## src/rtl/mm2s_cmd_sched_pkg.sv

```systemverilog
// -----------------------------------------------------------------------------
// mm2s_cmd_sched_pkg
// Shared definitions for the DataMover command schedulers (MM2S and S2MM):
//   - state_t       : scheduler FSM state encoding
//   - CMD_* offsets : bit positions of the 72-bit DataMover command word
//   - TAG_W         : command tag width ({owner, sequence count})
//   - build_cmd()   : assembles a command word from its fields
// -----------------------------------------------------------------------------
package mm2s_cmd_sched_pkg;

    typedef enum logic [1:0] {
        ST_IDLE = 2'd0,
        ST_CMD  = 2'd1,
        ST_DATA = 2'd2
    } state_t;

    localparam int CMD_W         = 72;
    localparam int CMD_BTT_LSB   = 0;
    localparam int CMD_BTT_W     = 23;
    localparam int CMD_TYPE_BIT  = 23;
    localparam int CMD_EOF_BIT   = 30;
    localparam int CMD_SADDR_LSB = 32;
    localparam int CMD_SADDR_W   = 32;
    localparam int CMD_TAG_LSB   = 64;
    localparam int TAG_W         = 4;
    localparam int SEQ_W         = 3;

    // INCR burst type and EOF are always set; DRR, DSA and the reserved
    // upper nibble stay zero.
    function automatic logic [CMD_W-1:0] build_cmd(
        input logic [CMD_SADDR_W-1:0] saddr,
        input logic [CMD_BTT_W-1:0]   btt,
        input logic [TAG_W-1:0]       tag
    );
        logic [CMD_W-1:0] v;
        v = {CMD_W{1'b0}};
        v[CMD_BTT_LSB +: CMD_BTT_W]     = btt;
        v[CMD_TYPE_BIT]                 = 1'b1;
        v[CMD_EOF_BIT]                  = 1'b1;
        v[CMD_SADDR_LSB +: CMD_SADDR_W] = saddr;
        v[CMD_TAG_LSB +: TAG_W]         = tag;
        return v;
    endfunction

endpackage

```

## src/rtl/mm2s_cmd_sched_arb.sv

```systemverilog
// -----------------------------------------------------------------------------
// rr_arb2
// Two-way round-robin arbiter. On a tie the requester that was not granted
// last wins. The last-grant record only moves when the caller latches a
// winner (i_update), so a request that is seen but not taken does not
// disturb fairness.
// Ports:
//   i_clk, i_rst : clock, synchronous active-high reset
//   i_req[1:0]   : request vector
//   i_update     : winner was latched this cycle
//   o_valid      : at least one request pending
//   o_idx        : index of the winning requester
// -----------------------------------------------------------------------------
module rr_arb2 (
    input  logic       i_clk,
    input  logic       i_rst,
    input  logic [1:0] i_req,
    input  logic       i_update,
    output logic       o_valid,
    output logic       o_idx
);

    logic r_last;

    // Winner selection: favour the requester not granted last on a collision
    always_comb begin
        o_valid = |i_req;
        if (i_req == 2'b11) begin
            o_idx = ~r_last;
        end else if (i_req[1]) begin
            o_idx = 1'b1;
        end else begin
            o_idx = 1'b0;
        end
    end

    // Last-grant record; resets to 1 so requester 0 wins the first collision
    always_ff @(posedge i_clk) begin
        if (i_rst) begin
            r_last <= 1'b1;
        end else if (i_update) begin
            r_last <= o_idx;
        end else begin
            r_last <= r_last;
        end
    end

endmodule

```

## src/rtl/mm2s_cmd_sched.sv

```systemverilog
// -----------------------------------------------------------------------------
// mm2s_cmd_sched
// Arbitrates two loaders onto one AXI DataMover MM2S command channel, issues
// the command, then watches the MM2S data stream to detect the end of the
// transfer and flag length mismatches.
// Ports:
//   sys_clk, sys_rst             : clock, synchronous active-high reset
//   req[1:0]                     : per-requester request (0 param, 1 frame)
//   reqN_addr / reqN_btt         : start address / byte count, held with req
//   gnt[1:0]                     : one-cycle grant pulse
//   done[1:0]                    : one-cycle end-of-transfer pulse
//   err                          : one-cycle length-mismatch / zero-length
//   owner, busy                  : current owner, transfer in progress
//   m_axis_mm2s_cmd_*            : DataMover command stream (master)
//   s_axis_mm2s_tvalid/tready/tlast : monitored data handshake (input only)
// -----------------------------------------------------------------------------
module mm2s_cmd_sched
    import mm2s_cmd_sched_pkg::*;
#(
    parameter int ADDR_W = 32,
    parameter int BTT_W  = 23
) (
    input  logic              sys_clk,
    input  logic              sys_rst,
    input  logic [1:0]        req,
    input  logic [ADDR_W-1:0] req0_addr,
    input  logic [ADDR_W-1:0] req1_addr,
    input  logic [BTT_W-1:0]  req0_btt,
    input  logic [BTT_W-1:0]  req1_btt,
    output logic [1:0]        gnt,
    output logic [1:0]        done,
    output logic              err,
    output logic              owner,
    output logic              busy,
    output logic              m_axis_mm2s_cmd_tvalid,
    input  logic              m_axis_mm2s_cmd_tready,
    output logic [CMD_W-1:0]  m_axis_mm2s_cmd_tdata,
    input  logic              s_axis_mm2s_tvalid,
    input  logic              s_axis_mm2s_tready,
    input  logic              s_axis_mm2s_tlast
);

    state_t             r_state;
    state_t             w_state_nxt;

    logic [1:0]         r_gnt;
    logic [1:0]         r_done;
    logic               r_err;
    logic               r_owner;
    logic               r_busy;
    logic               r_cmd_tvalid;
    logic [CMD_W-1:0]   r_cmd_tdata;
    logic [BTT_W-1:0]   r_btt;
    logic [BTT_W-1:0]   r_cnt;
    logic [SEQ_W-1:0]   r_seq;

    logic [1:0]         w_gnt_nxt;
    logic [1:0]         w_done_nxt;
    logic               w_err_nxt;
    logic               w_busy_nxt;
    logic               w_cmd_tvalid_nxt;

    logic               w_arb_valid;
    logic               w_arb_idx;
    logic [ADDR_W-1:0]  w_sel_addr;
    logic [BTT_W-1:0]   w_sel_btt;
    logic               w_latch;
    logic               w_zero;
    logic               w_cmd_fire;
    logic               w_beat;
    logic               w_last;
    logic [BTT_W-1:0]   w_cnt_inc;

    rr_arb2 u_arb (
        .i_clk    (sys_clk),
        .i_rst    (sys_rst),
        .i_req    (req),
        .i_update (w_latch),
        .o_valid  (w_arb_valid),
        .o_idx    (w_arb_idx)
    );

    // Request selection and handshake qualifiers. A request is not taken
    // while a grant pulse is out: the requester only drops req in the cycle
    // after it sees gnt, so it would otherwise be granted twice.
    always_comb begin
        w_sel_addr = w_arb_idx ? req1_addr : req0_addr;
        w_sel_btt  = w_arb_idx ? req1_btt  : req0_btt;
        w_zero     = (w_sel_btt == {BTT_W{1'b0}});
        w_latch    = (r_state == ST_IDLE) && w_arb_valid && (r_gnt == 2'b00);
        w_cmd_fire = (r_state == ST_CMD) && r_cmd_tvalid && m_axis_mm2s_cmd_tready;
        w_beat     = (r_state == ST_DATA) && s_axis_mm2s_tvalid && s_axis_mm2s_tready;
        w_last     = w_beat && s_axis_mm2s_tlast;
        // Saturating increment; the tlast beat itself counts toward the total
        w_cnt_inc  = (r_cnt == {BTT_W{1'b1}}) ? r_cnt : (r_cnt + {{(BTT_W-1){1'b0}}, 1'b1});
    end

    // FSM state register
    always_ff @(posedge sys_clk) begin
        if (sys_rst) begin
            r_state <= ST_IDLE;
        end else begin
            r_state <= w_state_nxt;
        end
    end

    // FSM next-state logic
    always_comb begin
        w_state_nxt = r_state;
        case (r_state)
            ST_IDLE: begin
                if (w_latch && !w_zero) begin
                    w_state_nxt = ST_CMD;
                end else begin
                    w_state_nxt = ST_IDLE;
                end
            end
            ST_CMD: begin
                if (w_cmd_fire) begin
                    w_state_nxt = ST_DATA;
                end else begin
                    w_state_nxt = ST_CMD;
                end
            end
            ST_DATA: begin
                if (w_last) begin
                    w_state_nxt = ST_IDLE;
                end else begin
                    w_state_nxt = ST_DATA;
                end
            end
            default: w_state_nxt = ST_IDLE;
        endcase
    end

    // FSM output logic: next values of the registered status outputs
    always_comb begin
        w_gnt_nxt        = 2'b00;
        w_done_nxt       = 2'b00;
        w_err_nxt        = 1'b0;
        w_busy_nxt       = r_busy;
        w_cmd_tvalid_nxt = r_cmd_tvalid;
        case (r_state)
            ST_IDLE: begin
                if (w_latch) begin
                    w_gnt_nxt[w_arb_idx] = 1'b1;
                    if (w_zero) begin
                        // Zero-length: acknowledge and fail immediately
                        w_done_nxt[w_arb_idx] = 1'b1;
                        w_err_nxt             = 1'b1;
                    end else begin
                        w_busy_nxt       = 1'b1;
                        w_cmd_tvalid_nxt = 1'b1;
                    end
                end else begin
                    w_busy_nxt       = 1'b0;
                    w_cmd_tvalid_nxt = 1'b0;
                end
            end
            ST_CMD: begin
                if (w_cmd_fire) begin
                    w_cmd_tvalid_nxt = 1'b0;
                end else begin
                    w_cmd_tvalid_nxt = 1'b1;
                end
            end
            ST_DATA: begin
                if (w_last) begin
                    w_done_nxt[r_owner] = 1'b1;
                    w_err_nxt           = (w_cnt_inc != r_btt);
                    w_busy_nxt          = 1'b0;
                end else begin
                    w_busy_nxt          = 1'b1;
                end
            end
            default: begin
                w_busy_nxt       = 1'b0;
                w_cmd_tvalid_nxt = 1'b0;
            end
        endcase
    end

    // Registered status outputs
    always_ff @(posedge sys_clk) begin
        if (sys_rst) begin
            r_gnt        <= 2'b00;
            r_done       <= 2'b00;
            r_err        <= 1'b0;
            r_busy       <= 1'b0;
            r_cmd_tvalid <= 1'b0;
        end else begin
            r_gnt        <= w_gnt_nxt;
            r_done       <= w_done_nxt;
            r_err        <= w_err_nxt;
            r_busy       <= w_busy_nxt;
            r_cmd_tvalid <= w_cmd_tvalid_nxt;
        end
    end

    // Transfer context: owner, length, command word, sequence and beat count
    always_ff @(posedge sys_clk) begin
        if (sys_rst) begin
            r_owner     <= 1'b0;
            r_btt       <= {BTT_W{1'b0}};
            r_cmd_tdata <= {CMD_W{1'b0}};
            r_seq       <= {SEQ_W{1'b0}};
            r_cnt       <= {BTT_W{1'b0}};
        end else begin
            if (w_latch) begin
                r_owner <= w_arb_idx;
                r_btt   <= w_sel_btt;
            end else begin
                r_owner <= r_owner;
                r_btt   <= r_btt;
            end
            // The command word is only reloaded when a command will be issued
            if (w_latch && !w_zero) begin
                r_cmd_tdata <= build_cmd(CMD_SADDR_W'(w_sel_addr),
                                         CMD_BTT_W'(w_sel_btt),
                                         {w_arb_idx, r_seq});
            end else begin
                r_cmd_tdata <= r_cmd_tdata;
            end
            if (w_cmd_fire) begin
                r_seq <= r_seq + 3'd1;
            end else begin
                r_seq <= r_seq;
            end
            if (w_latch || w_last) begin
                r_cnt <= {BTT_W{1'b0}};
            end else if (w_beat) begin
                r_cnt <= w_cnt_inc;
            end else begin
                r_cnt <= r_cnt;
            end
        end
    end

    assign gnt                    = r_gnt;
    assign done                   = r_done;
    assign err                    = r_err;
    assign owner                  = r_owner;
    assign busy                   = r_busy;
    assign m_axis_mm2s_cmd_tvalid = r_cmd_tvalid;
    assign m_axis_mm2s_cmd_tdata  = r_cmd_tdata;

endmodule
```

## config.mk

```make
export PLATFORM = sky130hd
export DESIGN_NAME = mm2s_cmd_sched
export DESIGN_NICKNAME = d
export VERILOG_FILES = /design/src/rtl/mm2s_cmd_sched_pkg.sv /design/src/rtl/mm2s_cmd_sched_arb.sv /design/src/rtl/mm2s_cmd_sched.sv
export SDC_FILE = /design/constraint.sdc
export NUM_CORES = 1
export LEC_CHECK = 0
export BUFFER_PORTS_ARGS = -buffer_cell sky130_fd_sc_hd__buf_2
export CORE_UTILIZATION = 50
export CTS_BUF_LIST = sky130_fd_sc_hd__clkbuf_4 sky130_fd_sc_hd__clkbuf_8 sky130_fd_sc_hd__clkbuf_16
export DETAILED_ROUTE_END_ITERATION = 16
export PLACE_DENSITY = 0.9
export SLEW_MARGIN = 25
export SYNTH_ARGS = -nofsm -noshare
export SYNTH_HDL_FRONTEND = slang
export SYNTH_SLANG_ARGS = --single-unit
```

## constraint.sdc

```tcl
create_clock -name sys_clk -period 7.9 [get_ports sys_clk]
set_clock_uncertainty 0.1 [all_clocks]
set_input_delay 0.79 -clock sys_clk [delete_from_list [all_inputs] [get_ports sys_clk]]
set_output_delay 0.79 -clock sys_clk [all_outputs]
set_load 0.05 [all_outputs]
```

==> results <==
- For this run, the register share of the synthesized area comes to 0.4119.
- The first routing iteration left 680 violations.
- The area growth from synthesis to layout is 26.13%.
- In the final layout, the share of cells above drive strength 1 is 0.2511.
- The power density normalized to cell area is 286.2 mW/mm^2.
- The wire length of the first global-routing pass is 27.10 mm.
- The final wirelength is 17.30 mm.
- The wire-length estimate of the detail-placed layout is 11.59 mm.
- Entering global routing, the biggest net connects 86 pins.
- Of the post-synthesis cell area, the dominant cell type holds 0.4119.
- The setup slack of the most critical reg-to-reg path is 4.34 ns.
- The arrival time reported for the critical path endpoint is 3.73 ns.
- The DRC violation count after routing is 0.
- The final core utilization is 0.6470.
- The data required time at the worst endpoint is 8.07 ns.
- The distinct cell type count after synthesis is 49.
- The cell-internal power is 1.360 mW.
- The combinational family with the most area after synthesis is simple AND/OR/NAND/NOR gates.
- The clock latency on the worst-skew pair is 0.41 ns.
- The setup fix buffers added after clock tree synthesis is 0.
- Ranked by total cell area, the synthesized netlist is headed by sky130_fd_sc_hd__dfxtp_1 41%, sky130_fd_sc_hd__nand2_1 8.9%, sky130_fd_sc_hd__a21oi_1 8.2%, sky130_fd_sc_hd__nor2_1 8.1%, sky130_fd_sc_hd__a311oi_1 5.6%.
- In this run the vertical extent of the chip is 110 um.
- The via count of the first global-routing pass is 5596.
- The setup TNS after final layout is 0 ns.
- The power share of the combinational group is 0.261.
- The total of max-cap violations is 0.
- The pin slew with the least headroom to its limit is 1.016 ns.
- Counting every sink on the clock net gives 120.
- The number of filler cells placed in the layout is 920.
- In this run, synthesis produced a sequential element count of 120.
- The most common cell in the synthesized netlist is sky130_fd_sc_hd__nand2_1.
- The mean area per synthesized cell is 7.554 sq um.
- The clock period could shrink to 3.565 ns.
- Setup repair after global routing left no endpoint under its margin.
- The total count of max-transition violations in the final report is 0.
- The post-CTS resize count is 0.
- The gate count of the mapped netlist is 772.
- Static timing analysis puts the maximum clock frequency at 280.5 MHz.
- The largest total area in the synthesized netlist belongs to sky130_fd_sc_hd__dfxtp_1.
- The count of final hold-check violations came to 0.
- The final layout net count is 1044.
- The width of the die is 110 um.
- Buffers inserted to repair hold after CTS numbered 0.
- In this run the deepest clock path goes through 2 buffers.
- The path type of the worst setup path is reg2reg.
- The number of placement rows is 39.
- The aggregate global-route resource usage is 0.2886.
- TritonCTS built the clock tree.
- The post-synthesis share of cell area spent on and, or, nand and nor gates is 0.2785.
- The capture point of the worst reg-to-reg path is err.
- IR analysis of the VDD net gives a maximum drop of 0.1674 mV.
- The worst hold path endpoint is m_axis_mm2s_cmd_tdata[66].
- The flow ran to the end, and the final reports show no timing, DRC or antenna violations.
- The remaining global-route overflow is 0.
- By count the netlist is led by 139 x sky130_fd_sc_hd__nand2_1, 126 x sky130_fd_sc_hd__nor2_1, 120 x sky130_fd_sc_hd__dfxtp_1.
- Setup violations remaining at the end of the flow were counted as 0.
- STA classifies the critical path startpoint as a flip-flop.
- The via total after detailed routing is 6249.
- Tracing the worst setup path back leads to its startpoint at r_cnt[0].
- The finished cells cover 0.007356 sq mm.
- The number of inserted diodes is 0.
- The number of cells in the design after placement is 1048.
- The share of cell area taken by muxes after synthesis is 0.003433.
- The antenna violation net count after detailed routing is 0.
- The number of I/O port buffers is 186.
- Summing all placed instances gives a cell area of 0.006724 sq mm.
- In the finished design, the share of the clock period the worst path needs comes to 0.4512.
- In this run the number of H-tree levels came out at 4.
- In this run the most critical hold path is launched from m_axis_mm2s_cmd_tdata[66].
- The area of the die is 0.01210 sq mm.
- The switching share of power is 0.3537.
- The number of antenna violations at the first check in global routing is 0.
- The number of I/O pins is 198.
- The multi-input combinational cells in the finished layout cover a total of 0.003144 sq mm.
- The maximum net fanout on the critical path is 8.
- The via-per-instance ratio is 5.791.
- The fraction of synthesis flops using an asynchronous set or reset pin is 0.
- The worst reg-to-reg path cell count is 9.
- STA classifies the critical path endpoint as a flip-flop.
- The worst hold path passes through 2 cells.
- The fraction of the mapped netlist area in compound gates came to 0.1918.
- The mapped netlist covers 0.005832 sq mm.
- Of the total synthesized cell area, the portion taken by XOR and XNOR cells is 0.05106.
- The first TritonRoute pass finished after 5 iterations.
- In this run the worst hold path is classified as reg2reg.
- The initial core utilization is 0.5129.
- The share of total power dissipated in sequential elements is 0.345.
- The clock input transition at the sequential cells of the worst setup and hold paths is 0.06 ns.
- The leakage power figure is 3.161 nW.
- Counting flops with a built-in enable in the synthesized netlist gives 0.
- Buffers inserted during clock tree synthesis total 17.
- The worst pin sits at a relative slew slack of 0.3203.
- The share of total power dissipated in the clock network is 0.394.
- Clock tree synthesis selected as its root buffer the cell sky130_fd_sc_hd__clkbuf_16.
- The total power is 2.105 mW.
- The final weighted congestion of routability-driven global placement is 0.9535.
- The Yosys step of the flow raised 0 warnings.
- The final cell count without fillers is 1079.
- Registers take 0.002402 sq mm.
- The core box area is 0.01137 sq mm.
- The analysis attributes to net switching a power of 744.5 uW.
- In the synthesized netlist the dominant register cell turns out to be sky130_fd_sc_hd__dfxtp_1.
- After detailed routing, the average wire length per cell comes to 16.04 um.
- Of the total synthesized cell area, the portion taken by full adders, half adders and majority gates is 0.004291.
- The launch point of the worst reg-to-reg path is r_cnt[0].
stage by stage:
| stage | setup WS (ns) | hold slack (ns) |
|---|---|---|
| after global placement | 4.454 | 0.3473 |
| after detailed placement | 4.453 | 0.3509 |
| after floorplan | 4.860 | 0.3388 |
| final | 4.335 | 0.3531 |
| after global routing | 4.164 | 0.3682 |
| after CTS | 4.385 | 0.3583 |
worst max-delay path by stage:
| stage | to | slack, ns | depth (start not counted) |
|---|---|---|---|
| after global placement | err | 4.45 | 9 |
| after global routing | err | 4.16 | 9 |
| after floorplan | err | 4.86 | 9 |
| after CTS | err | 4.39 | 9 |
| after detailed placement | err | 4.45 | 9 |
| final | err | 4.34 | 9 |
cell families (layout without fill, tap and decap cells):
| family | after synthesis | count (layout) |
|---|---|---|
| AOI/OAI and AO/OA | 175 | 175 |
| xor gates and xnor gates | 34 | 34 |
| adders and majority gates | 2 | 2 |
| buffers and inverters | 75 | 229 |
| DFF | 120 | 120 |
| muxes | 2 | 2 |
| other | 1 | 11 |
| and+or+nand+nor | 363 | 363 |
placed cells by master (no fill, tap or decap), types with 3 or more instances in the layout:
cell	instances
sky130_fd_sc_hd__xnor2_1	19
sky130_fd_sc_hd__a21oi_1	95
sky130_fd_sc_hd__nand2_1	138
sky130_fd_sc_hd__dfxtp_1	120
sky130_fd_sc_hd__or4_1	3
sky130_fd_sc_hd__nor2_1	126
sky130_fd_sc_hd__clkbuf_16	17
sky130_fd_sc_hd__nand3_1	20
sky130_fd_sc_hd__o21ai_0	14
sky130_fd_sc_hd__nor3_1	10
sky130_fd_sc_hd__and4_1	7
sky130_fd_sc_hd__a221oi_1	6
sky130_fd_sc_hd__conb_1	11
sky130_fd_sc_hd__clkinv_4	3
sky130_fd_sc_hd__nor4_1	17
sky130_fd_sc_hd__inv_6	3
sky130_fd_sc_hd__or3_1	3
sky130_fd_sc_hd__bufinv_16	4
sky130_fd_sc_hd__buf_4	6
sky130_fd_sc_hd__buf_2	186
sky130_fd_sc_hd__xor2_1	15
sky130_fd_sc_hd__nand4_1	11
sky130_fd_sc_hd__inv_1	6
sky130_fd_sc_hd__nand3b_1	3
sky130_fd_sc_hd__a311oi_1	37
sky130_fd_sc_hd__nor2b_1	3
sky130_fd_sc_hd__and3_1	7
sky130_fd_sc_hd__a211oi_1	10
sequential cells by signal, indices dropped and copies added (netlist names), 2 cells and up:
name                   flops
r_cnt                     23
done                       2
r_btt                     23
gnt                        2
m_axis_mm2s_cmd_tdata     60
r_seq                      3
r_state                    2
final cells by class:
type | instances | share of cell area
Sequential cell | 120 | 0.3266
Multi-Input combinational cell | 587 | 0.4275
Timing Repair Buffer | 192 | 0.1327
Inverter | 6 | 0.003062
Clock buffer | 18 | 0.05970
Tap cell | 143 | 0.02432
Clock inverter | 13 | 0.02619
metal layers:
metal	share of wire	vias to the layer above	global-route usage	wire length, um
met3	0.079	51	0.07113	1375
met2	0.47	327	0.4487	8189
li1	-	2978	-	-
met5	0	-	0	0
met4	0.029	0	0.1495	496
met1	0.42	2893	0.3708	7241
power groups by stage:
stage / sequential (mW) / clock (mW) / combinational [mW]
2_1_floorplan: 0.902 / 0 / 0.240
3_3_place_gp: 0.733 / 0 / 0.533
3_5_place_dp: 0.735 / 0 / 0.541
4_1_cts: 0.725 / 0.832 / 0.547
5_1_grt: 0.734 / 0.855 / 0.596
6_report: 0.726 / 0.830 / 0.549
worst max-delay path, cell delays in order (launching register included):
cell	delay (ns)
sky130_fd_sc_hd__dfxtp_1	0.51
sky130_fd_sc_hd__ha_1	0.34
sky130_fd_sc_hd__nand3_1	0.25
sky130_fd_sc_hd__nor4_4	0.51
sky130_fd_sc_hd__nand2_1	0.12
sky130_fd_sc_hd__and3_1	0.20
sky130_fd_sc_hd__or4_1	0.48
sky130_fd_sc_hd__or4_4	0.54
sky130_fd_sc_hd__a2111oi_4	0.22
sky130_fd_sc_hd__a21oi_1	0.15
Power figures use the tool's default switching activity.
